`config.mk`:
```
export PLATFORM = sky130hd
export DESIGN_NAME = seq_pattern_tx_flat
export DESIGN_NICKNAME = d
export VERILOG_FILES = /design/src/rtl/seq_pattern_tx_if.sv /design/src/rtl/seq_pattern_tx.sv /design/src/flat_wrapper.sv
export SDC_FILE = /design/constraint.sdc
export NUM_CORES = 1
export LEC_CHECK = 0
export ABC_AREA = 1
export ABC_CLOCK_PERIOD_IN_PS = 1860
export BUFFER_PORTS_ARGS = -buffer_cell sky130_fd_sc_hd__buf_2
export CELL_PAD_IN_SITES_DETAIL_PLACEMENT = 0
export CELL_PAD_IN_SITES_GLOBAL_PLACEMENT = 2
export CORE_UTILIZATION = 33
export DETAILED_ROUTE_END_ITERATION = 7
export PLACE_DENSITY_LB_ADDON = 0.1
export SETUP_SLACK_MARGIN = 0.1
export SLEW_MARGIN = 10
export SYNTH_ARGS = -nofsm -noshare
export SYNTH_HDL_FRONTEND = slang
export SYNTH_SLANG_ARGS = --single-unit
```
`constraint.sdc`:
```
create_clock -name clk -period 1.86 [get_ports clk]
set_clock_uncertainty 0.2 [all_clocks]
set_input_delay 0.372 -clock clk [delete_from_list [all_inputs] [get_ports clk]]
set_output_delay 0.372 -clock clk [all_outputs]
set_load 0.05 [all_outputs]
```
`src/rtl/seq_pattern_tx_if.sv`:
```
// Request/stream interface of the serial pattern transmitter.
//   master : requester side that drives start/pattern/repeat_cnt/gap and observes the stream
//   slave  : transmitter side that samples the request and drives x/x_valid/busy/done
// The repeat count is carried on repeat_cnt because "repeat" is a reserved word.
interface seq_pattern_tx_if #(
  parameter int unsigned W     = 4,
  parameter int unsigned CNT_W = 4,
  parameter int unsigned GAP_W = 3
) ();
  logic             start;
  logic [W-1:0]     pattern;
  logic [CNT_W-1:0] repeat_cnt;
  logic [GAP_W-1:0] gap;
  logic             x;
  logic             x_valid;
  logic             busy;
  logic             done;

  modport master (
    output start, pattern, repeat_cnt, gap,
    input  x, x_valid, busy, done
  );

  modport slave (
    input  start, pattern, repeat_cnt, gap,
    output x, x_valid, busy, done
  );
endinterface

```
`src/rtl/seq_pattern_tx.sv`:
```
// Serial pattern transmitter: captures a W-bit pattern on start and shifts it out
// MSB-first on x, repeating it repeat_cnt times (0 acts as 1) with gap idle cycles
// between repetitions.
// Ports:
//   clk    : rising-edge clock
//   reset  : asynchronous active-high reset
//   bus    : seq_pattern_tx_if.slave
//            start/pattern/repeat_cnt/gap in, x/x_valid/busy/done out (all registered)
module seq_pattern_tx #(
  parameter int unsigned W     = 4,
  parameter int unsigned CNT_W = 4,
  parameter int unsigned GAP_W = 3
) (
  input  logic              clk,
  input  logic              reset,
  seq_pattern_tx_if.slave   bus
);

  localparam int unsigned IDX_W = (W > 1) ? $clog2(W) : 1;
  localparam logic [IDX_W-1:0] LAST_IDX = IDX_W'(W - 1);

  typedef enum logic [1:0] {
    IDLE,
    SEND,
    GAP,
    DONE
  } state_t;

  state_t           state;
  logic [W-1:0]     shreg;      // current bit is always at the MSB
  logic [W-1:0]     pat_q;      // captured pattern, used to reload on repeats
  logic [IDX_W-1:0] bit_idx;
  logic [CNT_W-1:0] reps_left;
  logic [GAP_W-1:0] gap_q;
  logic [GAP_W-1:0] gap_cnt;

  // Single-process FSM with registered outputs.
  always_ff @(posedge clk or posedge reset) begin
    if (reset) begin
      state       <= IDLE;
      shreg       <= '0;
      pat_q       <= '0;
      bit_idx     <= '0;
      reps_left   <= '0;
      gap_q       <= '0;
      gap_cnt     <= '0;
      bus.x       <= 1'b0;
      bus.x_valid <= 1'b0;
      bus.busy    <= 1'b0;
      bus.done    <= 1'b0;
    end else begin
      unique case (state)
        IDLE: begin
          bus.done <= 1'b0;
          if (bus.start) begin
            pat_q       <= bus.pattern;
            shreg       <= bus.pattern;
            reps_left   <= (bus.repeat_cnt == '0) ? CNT_W'(1) : bus.repeat_cnt;
            gap_q       <= bus.gap;
            bit_idx     <= LAST_IDX;
            bus.x       <= bus.pattern[W-1];
            bus.x_valid <= 1'b1;
            bus.busy    <= 1'b1;
            state       <= SEND;
          end
        end

        SEND: begin
          if (bit_idx != '0) begin
            shreg   <= shreg << 1;
            bus.x   <= shreg[W-2];
            bit_idx <= bit_idx - IDX_W'(1);
          end else if (reps_left > CNT_W'(1)) begin
            reps_left <= reps_left - CNT_W'(1);
            shreg     <= pat_q;
            if (gap_q == '0) begin
              // Back-to-back repetition: next pattern's MSB follows immediately.
              bus.x       <= pat_q[W-1];
              bus.x_valid <= 1'b1;
              bit_idx     <= LAST_IDX;
            end else begin
              bus.x       <= 1'b0;
              bus.x_valid <= 1'b0;
              gap_cnt     <= gap_q;
              state       <= GAP;
            end
          end else begin
            bus.x       <= 1'b0;
            bus.x_valid <= 1'b0;
            bus.busy    <= 1'b0;
            bus.done    <= 1'b1;
            state       <= DONE;
          end
        end

        GAP: begin
          // gap_cnt starts at gap, so the GAP state spans exactly gap cycles.
          gap_cnt <= gap_cnt - GAP_W'(1);
          if (gap_cnt == GAP_W'(1)) begin
            bus.x       <= pat_q[W-1];
            bus.x_valid <= 1'b1;
            bit_idx     <= LAST_IDX;
            state       <= SEND;
          end
        end

        DONE: begin
          bus.done <= 1'b0;
          state    <= IDLE;
        end

        default: begin
          bus.x       <= 1'b0;
          bus.x_valid <= 1'b0;
          bus.busy    <= 1'b0;
          bus.done    <= 1'b0;
          state       <= IDLE;
        end
      endcase
    end
  end

endmodule

```
`src/flat_wrapper.sv`:
```
// flat-port wrapper written by rule: the top's interface ports become plain ports
module seq_pattern_tx_flat 
#(
  parameter int unsigned W     = 4,
  parameter int unsigned CNT_W = 4,
  parameter int unsigned GAP_W = 3
)
  (clk, reset, bus_start, bus_pattern, bus_repeat_cnt, bus_gap, bus_x, bus_x_valid, bus_busy, bus_done);
  seq_pattern_tx_if #(.W(W), .CNT_W(CNT_W), .GAP_W(GAP_W)) bus_i ();
  input  logic clk;
  input  logic reset;
  input wire logic [$bits(bus_i.start)-1:0] bus_start;
  input wire logic [$bits(bus_i.pattern)-1:0] bus_pattern;
  input wire logic [$bits(bus_i.repeat_cnt)-1:0] bus_repeat_cnt;
  input wire logic [$bits(bus_i.gap)-1:0] bus_gap;
  output wire logic [$bits(bus_i.x)-1:0] bus_x;
  output wire logic [$bits(bus_i.x_valid)-1:0] bus_x_valid;
  output wire logic [$bits(bus_i.busy)-1:0] bus_busy;
  output wire logic [$bits(bus_i.done)-1:0] bus_done;
  assign bus_i.start = bus_start;
  assign bus_i.pattern = bus_pattern;
  assign bus_i.repeat_cnt = bus_repeat_cnt;
  assign bus_i.gap = bus_gap;
  assign bus_x = bus_i.x;
  assign bus_x_valid = bus_i.x_valid;
  assign bus_busy = bus_i.busy;
  assign bus_done = bus_i.done;
  seq_pattern_tx #(.W(W), .CNT_W(CNT_W), .GAP_W(GAP_W)) u_core (.clk(clk), .reset(reset), .bus(bus_i));
endmodule
```
==> flow_summary.json, run 1 <==
{
  "status": "finished with violations",
  "cell_breakdown_of_the_critical_path": "buf_4, ha_4, buf_6, nand3_4, nand2_4, nor2_4, inv_2, nand2_2, nand2_1",
  "m1WireLength_um": 1770,
  "drc_errors": 4,
  "area.sequential_um2": 627,
  "drt-initial-drc-count": 58,
  "insertedDiodeCount": 0,
  "antenna_left": 0,
  "die_footprint_um2": 5010,
  "dr.max_layer_used": "met4",
  "routed_wire_length_per_instance_um": 12.7,
  "multi_input_area_um2": 868,
  "synth_flop_cell": "sky130_fd_sc_hd__dfrtp_1",
  "detailedPlace.worstSlack_ns": -0.0175,
  "source_to_sink_clock_delay_at_the_later_pin_of_the_worst_skew_pair_ns": 0.28,
  "grt_pass1_vias": 1285,
  "port_buffers": 17,
  "most-common-layout-cells": "70 x sky130_fd_sc_hd__nand2_1, 24 x sky130_fd_sc_hd__dfrtp_1, 23 x sky130_fd_sc_hd__inv_1",
  "mostFrequentLayoutCell": "sky130_fd_sc_hd__nand2_1",
  "cts.reportedPaths.clkPinSlew_ns": 0.10,
  "critical_path_peak_fanout": 7,
  "met3_wirelength_um": 195,
  "root_buffer": "sky130_fd_sc_hd__clkbuf_8",
  "antenna_found_initial": 0,
  "synth_edf_count": 0,
  "report.final.hold_viol_count": 0,
  "kind_of_start_point_of_the_critical_path": "flop",
  "placedInstanceArea_um2": 1740,
  "fp.coreArea_um2": 4440,
  "r2r-start": "u_core.state[0]",
  "rsz0062_at_grt": "yes",
  "cts-buffers-inserted": 3,
  "worst_slack_ns": 0.170,
  "final_layout_size_suffix_gt1_share_pct": 27.7,
  "power_per_unit_of_standard_cell_area_nw_per_um2": 1970,
  "synthesis.area_per_instance_um2": 7.54,
  "wl_met2_um": 1660,
  "synthArstFlopShare_pct": 100,
  "yosysUniqueCellTypes": 22,
  "critical_path_required_ns": 1.84,
  "period_needed_ns": 1.69,
  "ys_ff_latch": 25,
  "sink_of_the_worst_hold_path": "u_core.gap_q[1]",
  "synth_sequential_area_ratio_pct": 40.1,
  "fillCellCount": 459,
  "std_cell_rows": 24,
  "postRouteWirelength_um": 3680,
  "synth_warnings": 0,
  "ctsHtreeMaxLevel": 1,
  "max_cap_violations": 0,
  "crit_path_slowest_cell": "sky130_fd_sc_hd__dfrtp_2",
  "worst_ep_arrival_time_ns": 1.67,
  "router_iterations_before_antenna_repair": 7,
  "final_design_area_no_fill_um2": 1920,
  "synth_cells": 207,
  "post-route-period-util_pct": 90.8,
  "timing.reg2reg.worst_path_depth": 9,
  "globalRouteOverflowTotal": 0,
  "clock_sink_count": 25,
  "cts_tree": "built",
  "die_width_um": 70.8,
  "terminus_of_the_critical_flop_to_flop_path": "u_core.reps_left[0]",
  "grt_first_pass_wirelength_um": 6030,
  "max_slew_margin_pct": 77.7,
  "setup_tns_ns": 0,
  "vias_per_cell": 4.75,
  "holdPathStages": 2,
  "slew_viol_final": 0,
  "worstHoldPathType": "in -> reg",
  "critical_path.max_stage_delay_ns": 0.43,
  "utilization_pct": 43.2,
  "flow.area_growth_from_synthesis_pct": 23.0,
  "finalSetupViolCount": 0,
  "top_achievable_clock_speed_mhz": 592,
  "violations": "DRC",
  "mappedNetlistNets": 231,
  "finalHoldWorstSlack_ns": 0.122,
  "nNetsFinal": 263,
  "r2r_setup_slack_ns": 0.17,
  "routed_vias": 1377,
  "timing.critical_path.from": "u_core.state[0]",
  "floorplan.die.height_um": 70.8,
  "hp-start": "bus_gap[1]",
  "finalWeightedCongestion": 0.803,
  "hpwl_um": 2790,
  "worst_slew_pin_slew_ns": 0.334,
  "grt_max_degree": 26,
  "grt_use_total_pct": 15.6,
  "initial_core_util_pct": 35.1,
  "category_of_the_worst_setup_path_capture_point": "flop",
  "cellLeakagePower_nw": 1.02,
  "path_class": "reg -> reg",
  "netlist_area_um2": 1560,
  "io_pins": 18,
  "max-clock-path-buffers": 2,
  "worst_case_vdd_ir_drop_mv": 0.853
}
cells by family after synthesis:
logic type,count (synthesis),share of synthesized area (%)
DFF,25,40.1
adders and majority gates,10,8.02
and+or+nand+nor,110,30.6
AOI/OAI and AO/OA,24,8.58
buffers and inverters,34,9.86
muxes,4,2.89
routing by layer:
layer | vias to the layer above | GRT usage, %
met5 | - | 0
met3 | 5 | 2.42
li1 | 712 | -
met1 | 623 | 21.4
met4 | 0 | 4.67
met2 | 37 | 25.5
layout make-up:
type | count | area share [%]
Clock inverter | 1 | 0.261
Clock buffer | 3 | 2.15
Inverter | 30 | 6.06
Multi-Input combinational cell | 148 | 45.2
Sequential cell | 25 | 32.7
Tap cell | 52 | 3.39
Timing Repair Buffer | 31 | 10.2
cell usage after synthesis (all sizes together) (2+ instances only):
library cell | instances | area [um^2]
o21ai | 19 | 95.1
dfrtp | 25 | 626
nand2 | 75 | 284
ha | 10 | 125
a21oi | 4 | 31.3
nand3 | 19 | 95.1
inv | 30 | 113
buf | 4 | 41.3
mux2 | 4 | 45.0
nand4 | 2 | 18.8
nor2 | 12 | 65.1
flip-flops by register name, indices dropped and copies added, names as in the netlist:
signal	count
u_core.gap_q	3
u_core.reps_left	4
u_core.pat_q	4
u_core.bus.busy	1
u_core.bus.done	1
u_core.bit_idx	2
u_core.bus.x_valid	1
u_core.gap_cnt	3
u_core.shreg	3
u_core.state	2
u_core.bus.x	1
power breakdown:
part / internal (mW) / switching (mW)
clock network: 0.150 / 0.188
logic: 0.934 / 1.51
registers: 0.827 / 0.173
timing repair:
action,CTS,global route
buffers inserted,0,4
hold buffers,1,0
hold endpoints to repair,25,0
resized for setup,13,14
endpoints found under the setup margin,12,12
pin swaps,1,5
worst max-delay path: cells and delay by family (launching register included):
family | cells | cell delay, ns
simple gates | 5 | 0.45
flops | 1 | 0.43
buf+inv | 3 | 0.34
fa+ha+maj | 1 | 0.18
metrics by stage:
step / std cells / total power [mW]
after floorplan: 207 / 2.62
after global placement: 281 / 3.12
after detailed placement: 281 / 3.15
after CTS: 286 / 3.67
after global routing: 290 / 4.17
final: 290 / 3.78
how the worst max path moves through the flow:
stage | slack (ns) | to | cells after the start
6_report | 0.17 | u_core.reps_left[0] | 9
5_1_grt | 0.08 | u_core.reps_left[0] | 9
4_1_cts | 0.12 | u_core.reps_left[0] | 10
3_5_place_dp | -0.02 | u_core.bit_idx[0] | 9
3_3_place_gp | -0.01 | u_core.bit_idx[1] | 9
2_1_floorplan | 0.26 | u_core.reps_left[0] | 9
No activity file was read; power rests on OpenSTA's default activity.
==> run 2: changes to the inputs <==
--- a/config.mk
+++ b/config.mk
@@ -12,7 +12,7 @@
 export CELL_PAD_IN_SITES_GLOBAL_PLACEMENT = 2
 export CORE_UTILIZATION = 33
 export DETAILED_ROUTE_END_ITERATION = 7
-export PLACE_DENSITY_LB_ADDON = 0.1
+export PLACE_DENSITY = 0.83
 export SETUP_SLACK_MARGIN = 0.1
 export SLEW_MARGIN = 10
 export SYNTH_ARGS = -nofsm -noshare
==> run 2 against run 1 <==
- the run still ends with DRC left
- critical path depth decreased by 4
- register-to-register slack about the same
- hold slack got worse by 0.0022 ns
- cell count increased by 1.0%
- highest routed layer unchanged
==> flow_summary.json, run 2 (synthesized netlist as in run 1, its figures left out) <==
{
  "root_buffer": "sky130_fd_sc_hd__clkbuf_8",
  "status": "finished with violations",
  "insertedDiodeCount": 0,
  "finalSetupViolCount": 0,
  "sequential_power_share_pct": 26.1,
  "antenna_left": 0,
  "nNetsFinal": 266,
  "max_slew_margin_pct": 76.7,
  "cellLeakagePower_nw": 1.05,
  "net-switching-power_mw": 1.84,
  "worst_slack_ns": 0.182,
  "path_class": "reg -> reg",
  "fin_total_pwr_mw": 3.88,
  "cts.reportedPaths.clkPinSlew_ns": 0.10,
  "critical_path_required_ns": 1.83,
  "detailedPlace.worstSlack_ns": 0.0687,
  "most-common-layout-cells": "72 x sky130_fd_sc_hd__nand2_1, 26 x sky130_fd_sc_hd__inv_1, 24 x sky130_fd_sc_hd__dfrtp_1, 18 x sky130_fd_sc_hd__nand3_1",
  "initial_core_util_pct": 35.1,
  "cts_tree": "built",
  "fillCellCount": 459,
  "period_needed_ns": 1.68,
  "flow.area_growth_from_synthesis_pct": 25.3,
  "port_buffers": 17,
  "grt_pass1_vias": 1319,
  "cell_internal_pwr_mw": 2.04,
  "worst_case_vdd_ir_drop_mv": 0.636,
  "finalWeightedCongestion": 0.854,
  "grt_first_pass_wirelength_um": 6090,
  "clock_power_share_pct": 9.1,
  "rsz0062_at_grt": "yes",
  "globalRouteOverflowTotal": 0,
  "final_layout_size_suffix_gt1_share_pct": 26.1,
  "final_design_area_no_fill_um2": 1950,
  "grt_use_total_pct": 15.7,
  "routed_wire_length_per_instance_um": 12.2,
  "fp.coreArea_um2": 4440,
  "violations": "DRC",
  "source_to_sink_clock_delay_at_the_later_pin_of_the_worst_skew_pair_ns": 0.28,
  "routed_vias": 1374,
  "antenna_found_initial": 0,
  "die_width_um": 70.8,
  "drc_errors": 2,
  "max_cap_violations": 0,
  "clock_sink_count": 25,
  "placedInstanceArea_um2": 1760,
  "drt-initial-drc-count": 51,
  "io_pins": 18,
  "kind_of_start_point_of_the_critical_path": "flop",
  "vias_per_cell": 4.69,
  "worstHoldPathType": "in -> reg",
  "hpwl_um": 2610,
  "pwr-share-comb_pct": 64.8,
  "floorplan.die.height_um": 70.8,
  "finalHoldWorstSlack_ns": 0.119,
  "power_switching_share_pct": 47.5,
  "mostFrequentLayoutCell": "sky130_fd_sc_hd__nand2_1",
  "postRouteWirelength_um": 3570,
  "setup_tns_ns": 0,
  "router_iterations_before_antenna_repair": 6,
  "die_footprint_um2": 5010,
  "report.final.hold_viol_count": 0,
  "cts-buffers-inserted": 3,
  "std_cell_rows": 24,
  "numPlacedInstances": 282,
  "power_per_unit_of_standard_cell_area_nw_per_um2": 1980,
  "top_achievable_clock_speed_mhz": 596,
  "reg.largest.list": "u_core.pat_q x4, u_core.reps_left x4",
  "utilization_pct": 44.0,
  "worst_ep_arrival_time_ns": 1.65,
  "grt_max_degree": 26,
  "max-clock-path-buffers": 2,
  "post-route-period-util_pct": 90.2,
  "worst_slew_pin_slew_ns": 0.350,
  "critical_path_peak_fanout": 7,
  "category_of_the_worst_setup_path_capture_point": "flop",
  "slew_viol_final": 0,
  "ctsHtreeMaxLevel": 1,
  "final_cells": 293
}
==> run 2: cell type report <==
cell class                 instances  area (um^2)  area share (%)
clock buffer                       3         41.3            2.11
clock inverter                     1         7.51           0.384
inverter                          30          113            5.76
multi-input combinational        148          848            43.4
sequential                        25          627            32.1
tap                               52         65.1            3.33
timing repair buffer              34          253            12.9
==> run 2: worst max-delay path, cell delays in order (launching register included) <==
cell                      delay (ns)
sky130_fd_sc_hd__dfrtp_1        0.38
sky130_fd_sc_hd__inv_2          0.07
sky130_fd_sc_hd__buf_4          0.14
sky130_fd_sc_hd__ha_4           0.17
sky130_fd_sc_hd__nand2_1        0.23
sky130_fd_sc_hd__mux2_2         0.37
==> run 2: layer usage <==
layer | GRT usage (%) | part of all wire (%)
met1 | 20.6 | 50
met3 | 2.42 | 2.9
met5 | 0 | 0
met4 | 4.67 | 0.81
met2 | 26.6 | 46
==> run 2: power groups by stage <==
stage / logic (mW) / registers [mW] / clock network [mW]
global route: 2.87 / 1.05 / 0.379
global placement: 2.18 / 1.01 / 0
finish: 2.51 / 1.01 / 0.352
CTS: 2.34 / 1.00 / 0.362
detailed placement: 2.18 / 1.01 / 0
floorplan: 1.50 / 1.11 / 0
==> run 2: path summary, 6_finish.rpt <==
path,endpoint,slack [ns],cells past startpoint,start
setup / recovery,u_core.pat_q[3],0.18,5,u_core.state[1]
hold / removal,u_core.gap_q[0],0.12,2,bus_gap[0]
setup reg to reg,u_core.pat_q[3],0.18,5,u_core.state[1]
hold reg to reg,u_core.bit_idx[1],0.29,2,u_core.bit_idx[1]
max in group asynchronous,u_core.state[0],0.69,4,reset
min in group asynchronous,u_core.bus.busy,0.48,4,reset
==> run 2: timing repair <==
action | 4_1_cts | 5_1_grt
buffers inserted | 1 | 4
gates resized for setup | 3 | 14
pin swaps | 1 | 3
endpoints found under the hold margin | 25 | 0
hold buffers | 1 | 0
setup endpoints to repair | 9 | 23
gates cloned | 1 | 0
==> run 3: changes to the inputs <==
--- a/config.mk
+++ b/config.mk
@@ -13,6 +13,7 @@
 export CORE_UTILIZATION = 33
 export DETAILED_ROUTE_END_ITERATION = 7
 export PLACE_DENSITY = 0.83
+export REMOVE_ABC_BUFFERS = 1
 export SETUP_SLACK_MARGIN = 0.1
 export SLEW_MARGIN = 10
 export SYNTH_ARGS = -nofsm -noshare
==> constraint.sdc (replaced) <==
create_clock -name clk -period 1.86 [get_ports clk]
set_clock_uncertainty 0.2 [all_clocks]
set_input_delay 0 -clock clk [delete_from_list [all_inputs] [get_ports clk]]
set_output_delay 0 -clock clk [all_outputs]
set_load 0.05 [all_outputs]
==> run 3 against run 2 <==
- the run now ends clean
- sequential share of layout area shrank 1.5 points
- design area up 5.1%
- clock power fell by 3%
- maximum frequency fell by 0.84%
- total power fell by 3.2%
- non-clock buffer count increased by 11
- register-to-register slack barely moved
- flip-flop and latch count unchanged
- critical path type unchanged
- largest power group unchanged
==> flow_summary.json, run 3 (synthesized netlist as in run 1, its figures left out) <==
{
  "status": "completed",
  "grt_max_degree": 26,
  "max_cap_violations": 0,
  "std_cell_rows": 24,
  "finalSetupViolCount": 0,
  "hpwl_um": 2540,
  "critical_path.max_stage_delay_ns": 0.40,
  "detailedPlace.worstSlack_ns": 0.0375,
  "max_slew_margin_pct": 77.6,
  "router_iterations_before_antenna_repair": 4,
  "cts.reportedPaths.clkPinSlew_ns": 0.09,
  "rsz0062_at_grt": "no",
  "port_buffers": 17,
  "antenna_left": 0,
  "grt_pass1_vias": 1393,
  "category_of_the_worst_setup_path_capture_point": "flop",
  "max-clock-path-buffers": 2,
  "timing.critical_path.from": "u_core.state[1]",
  "clock_sink_count": 25,
  "finalWeightedCongestion": 0.778,
  "final_layout_size_suffix_gt1_share_pct": 25.8,
  "terminus_of_the_critical_flop_to_flop_path": "u_core.reps_left[0]",
  "critical_path_required_ns": 1.83,
  "antenna_found_initial": 0,
  "most-common-layout-cells": "69 x sky130_fd_sc_hd__nand2_1, 26 x sky130_fd_sc_hd__inv_1, 24 x sky130_fd_sc_hd__dfrtp_1, 17 x sky130_fd_sc_hd__nand3_1, 17 x sky130_fd_sc_hd__buf_2",
  "cts_tree": "built",
  "post-route-period-util_pct": 91.0,
  "period_needed_ns": 1.69,
  "io_pins": 18,
  "worstHoldPathType": "in -> async",
  "crit_family": "flip-flops",
  "vias_per_cell": 4.60,
  "worst_case_vdd_ir_drop_mv": 0.619,
  "kind_of_start_point_of_the_critical_path": "flop",
  "floorplan.die.height_um": 70.8,
  "cellLeakagePower_nw": 1.09,
  "mostFrequentLayoutCell": "sky130_fd_sc_hd__nand2_1",
  "worst_ep_arrival_time_ns": 1.67,
  "die_footprint_um2": 5010,
  "critical_path_peak_fanout": 7,
  "drt-initial-drc-count": 32,
  "routed_wire_length_per_instance_um": 11.9,
  "path_class": "reg -> reg",
  "cell_breakdown_of_the_critical_path": "inv_2, ha_4, buf_8, nor2_4, a21oi_4, inv_2, nor2_4, inv_2, nand2_1, nand2_1",
  "r2r-start": "u_core.state[1]",
  "critical_path.most_common_cell": "sky130_fd_sc_hd__inv_2",
  "power_per_unit_of_standard_cell_area_nw_per_um2": 1830,
  "grt_first_pass_wirelength_um": 6270,
  "timing.reg2reg.worst_path_depth": 10,
  "crit_cells": 10,
  "report.final.hold_viol_count": 0,
  "ctsHtreeMaxLevel": 1,
  "cts-buffers-inserted": 3,
  "source_to_sink_clock_delay_at_the_later_pin_of_the_worst_skew_pair_ns": 0.27,
  "nNetsFinal": 277,
  "fp.coreArea_um2": 4440,
  "insertedDiodeCount": 0,
  "crit_path_slowest_cell": "sky130_fd_sc_hd__dfrtp_1",
  "grt_use_total_pct": 16.0,
  "slew_viol_final": 0,
  "die_width_um": 70.8,
  "r2r_setup_slack_ns": 0.17,
  "reg.largest.list": "u_core.pat_q x4, u_core.reps_left x4",
  "flow.area_growth_from_synthesis_pct": 31.6,
  "routed_vias": 1397,
  "root_buffer": "sky130_fd_sc_hd__clkbuf_8",
  "cp.buffers_inverters": 4,
  "postRouteWirelength_um": 3620,
  "drc_errors": 0,
  "globalRouteOverflowTotal": 0,
  "fin_total_pwr_mw": 3.75,
  "top_achievable_clock_speed_mhz": 591,
  "worst_slack_ns": 0.167,
  "initial_core_util_pct": 35.1,
  "cp-endpoint": "u_core.reps_left[0]",
  "worst_slew_pin_slew_ns": 0.336
}
[run 3: cell count changes in the layout (fill, tap and decap cells not counted), sizes merged]
cell / delta
clkbuf: +1
buf: -1
bufbuf: -1
dlygate4sd3: +13
clkinvlp: -1
[run 3: timing repair]
item                                    in CTS  in global routing
cloned                                       0                  0
hold endpoints to repair                    41                  0
gates resized for setup                      2                 23
pin swaps                                    1                  2
endpoints found under the setup margin      12                 20
hold buffers                                14                  0
buffers inserted                             1                  4
[run 3: per-layer routing]
metal	track usage, %	share of wire, %	vias to the layer above
met5	0	0	-
met4	5.33	1.7	0
met3	2.28	2.2	7
met2	28.1	47	16
met1	20.1	50	636
li1	-	-	738
[run 3: layout make-up]
type / instances / area (um^2)
clock buffers: 4 / 45.0
fillers: 453 / 2390
inverters: 30 / 113
multi-input cells: 148 / 862
flip-flops and latches: 25 / 627
well taps: 52 / 65.1
repair buffers: 45 / 342
[run 3: how the worst min path moves through the flow]
| stage | slack, ns | to | depth (start not counted) | from |
|---|---|---|---|---|
| after global placement | -0.12 | u_core.gap_cnt[0] | 3 | reset |
| after global routing | 0.20 | u_core.gap_cnt[0] | 4 | reset |
| after CTS | 0.12 | u_core.pat_q[1] | 4 | reset |
| after floorplan | -0.17 | u_core.bit_idx[0] | 1 | reset |
| after detailed placement | -0.12 | u_core.gap_cnt[0] | 3 | reset |
| final | 0.12 | u_core.gap_cnt[0] | 4 | reset |
[run 3: worst register-to-register path, stage by stage (launching register included)]
cell	delay, ns
sky130_fd_sc_hd__dfrtp_1	0.40
sky130_fd_sc_hd__inv_2	0.11
sky130_fd_sc_hd__ha_4	0.16
sky130_fd_sc_hd__buf_8	0.12
sky130_fd_sc_hd__nor2_4	0.05
sky130_fd_sc_hd__a21oi_4	0.15
sky130_fd_sc_hd__inv_2	0.06
sky130_fd_sc_hd__nor2_4	0.18
sky130_fd_sc_hd__inv_2	0.05
sky130_fd_sc_hd__nand2_1	0.05
sky130_fd_sc_hd__nand2_1	0.05
[run 3: where the power goes]
part	internal (mW)	total, mW	switching [mW]
clock network	0.154	0.340	0.186
registers	0.827	1.00	0.175
logic	0.959	2.41	1.45
total	1.94	3.75	1.82
[run 3: stage by stage]
stage	util, %	cell area, um^2	cells	hold WS (ns)	setup TNS [ns]
after CTS	43.5	1930	300	0.123	0
after detailed placement	39.1	1740	281	-0.119	0
after global placement	39.1	1740	281	-0.122	0
after floorplan	-	1520	203	-0.173	-0.367
final	46.2	2050	304	0.121	0
after global routing	46.2	2050	304	0.196	0
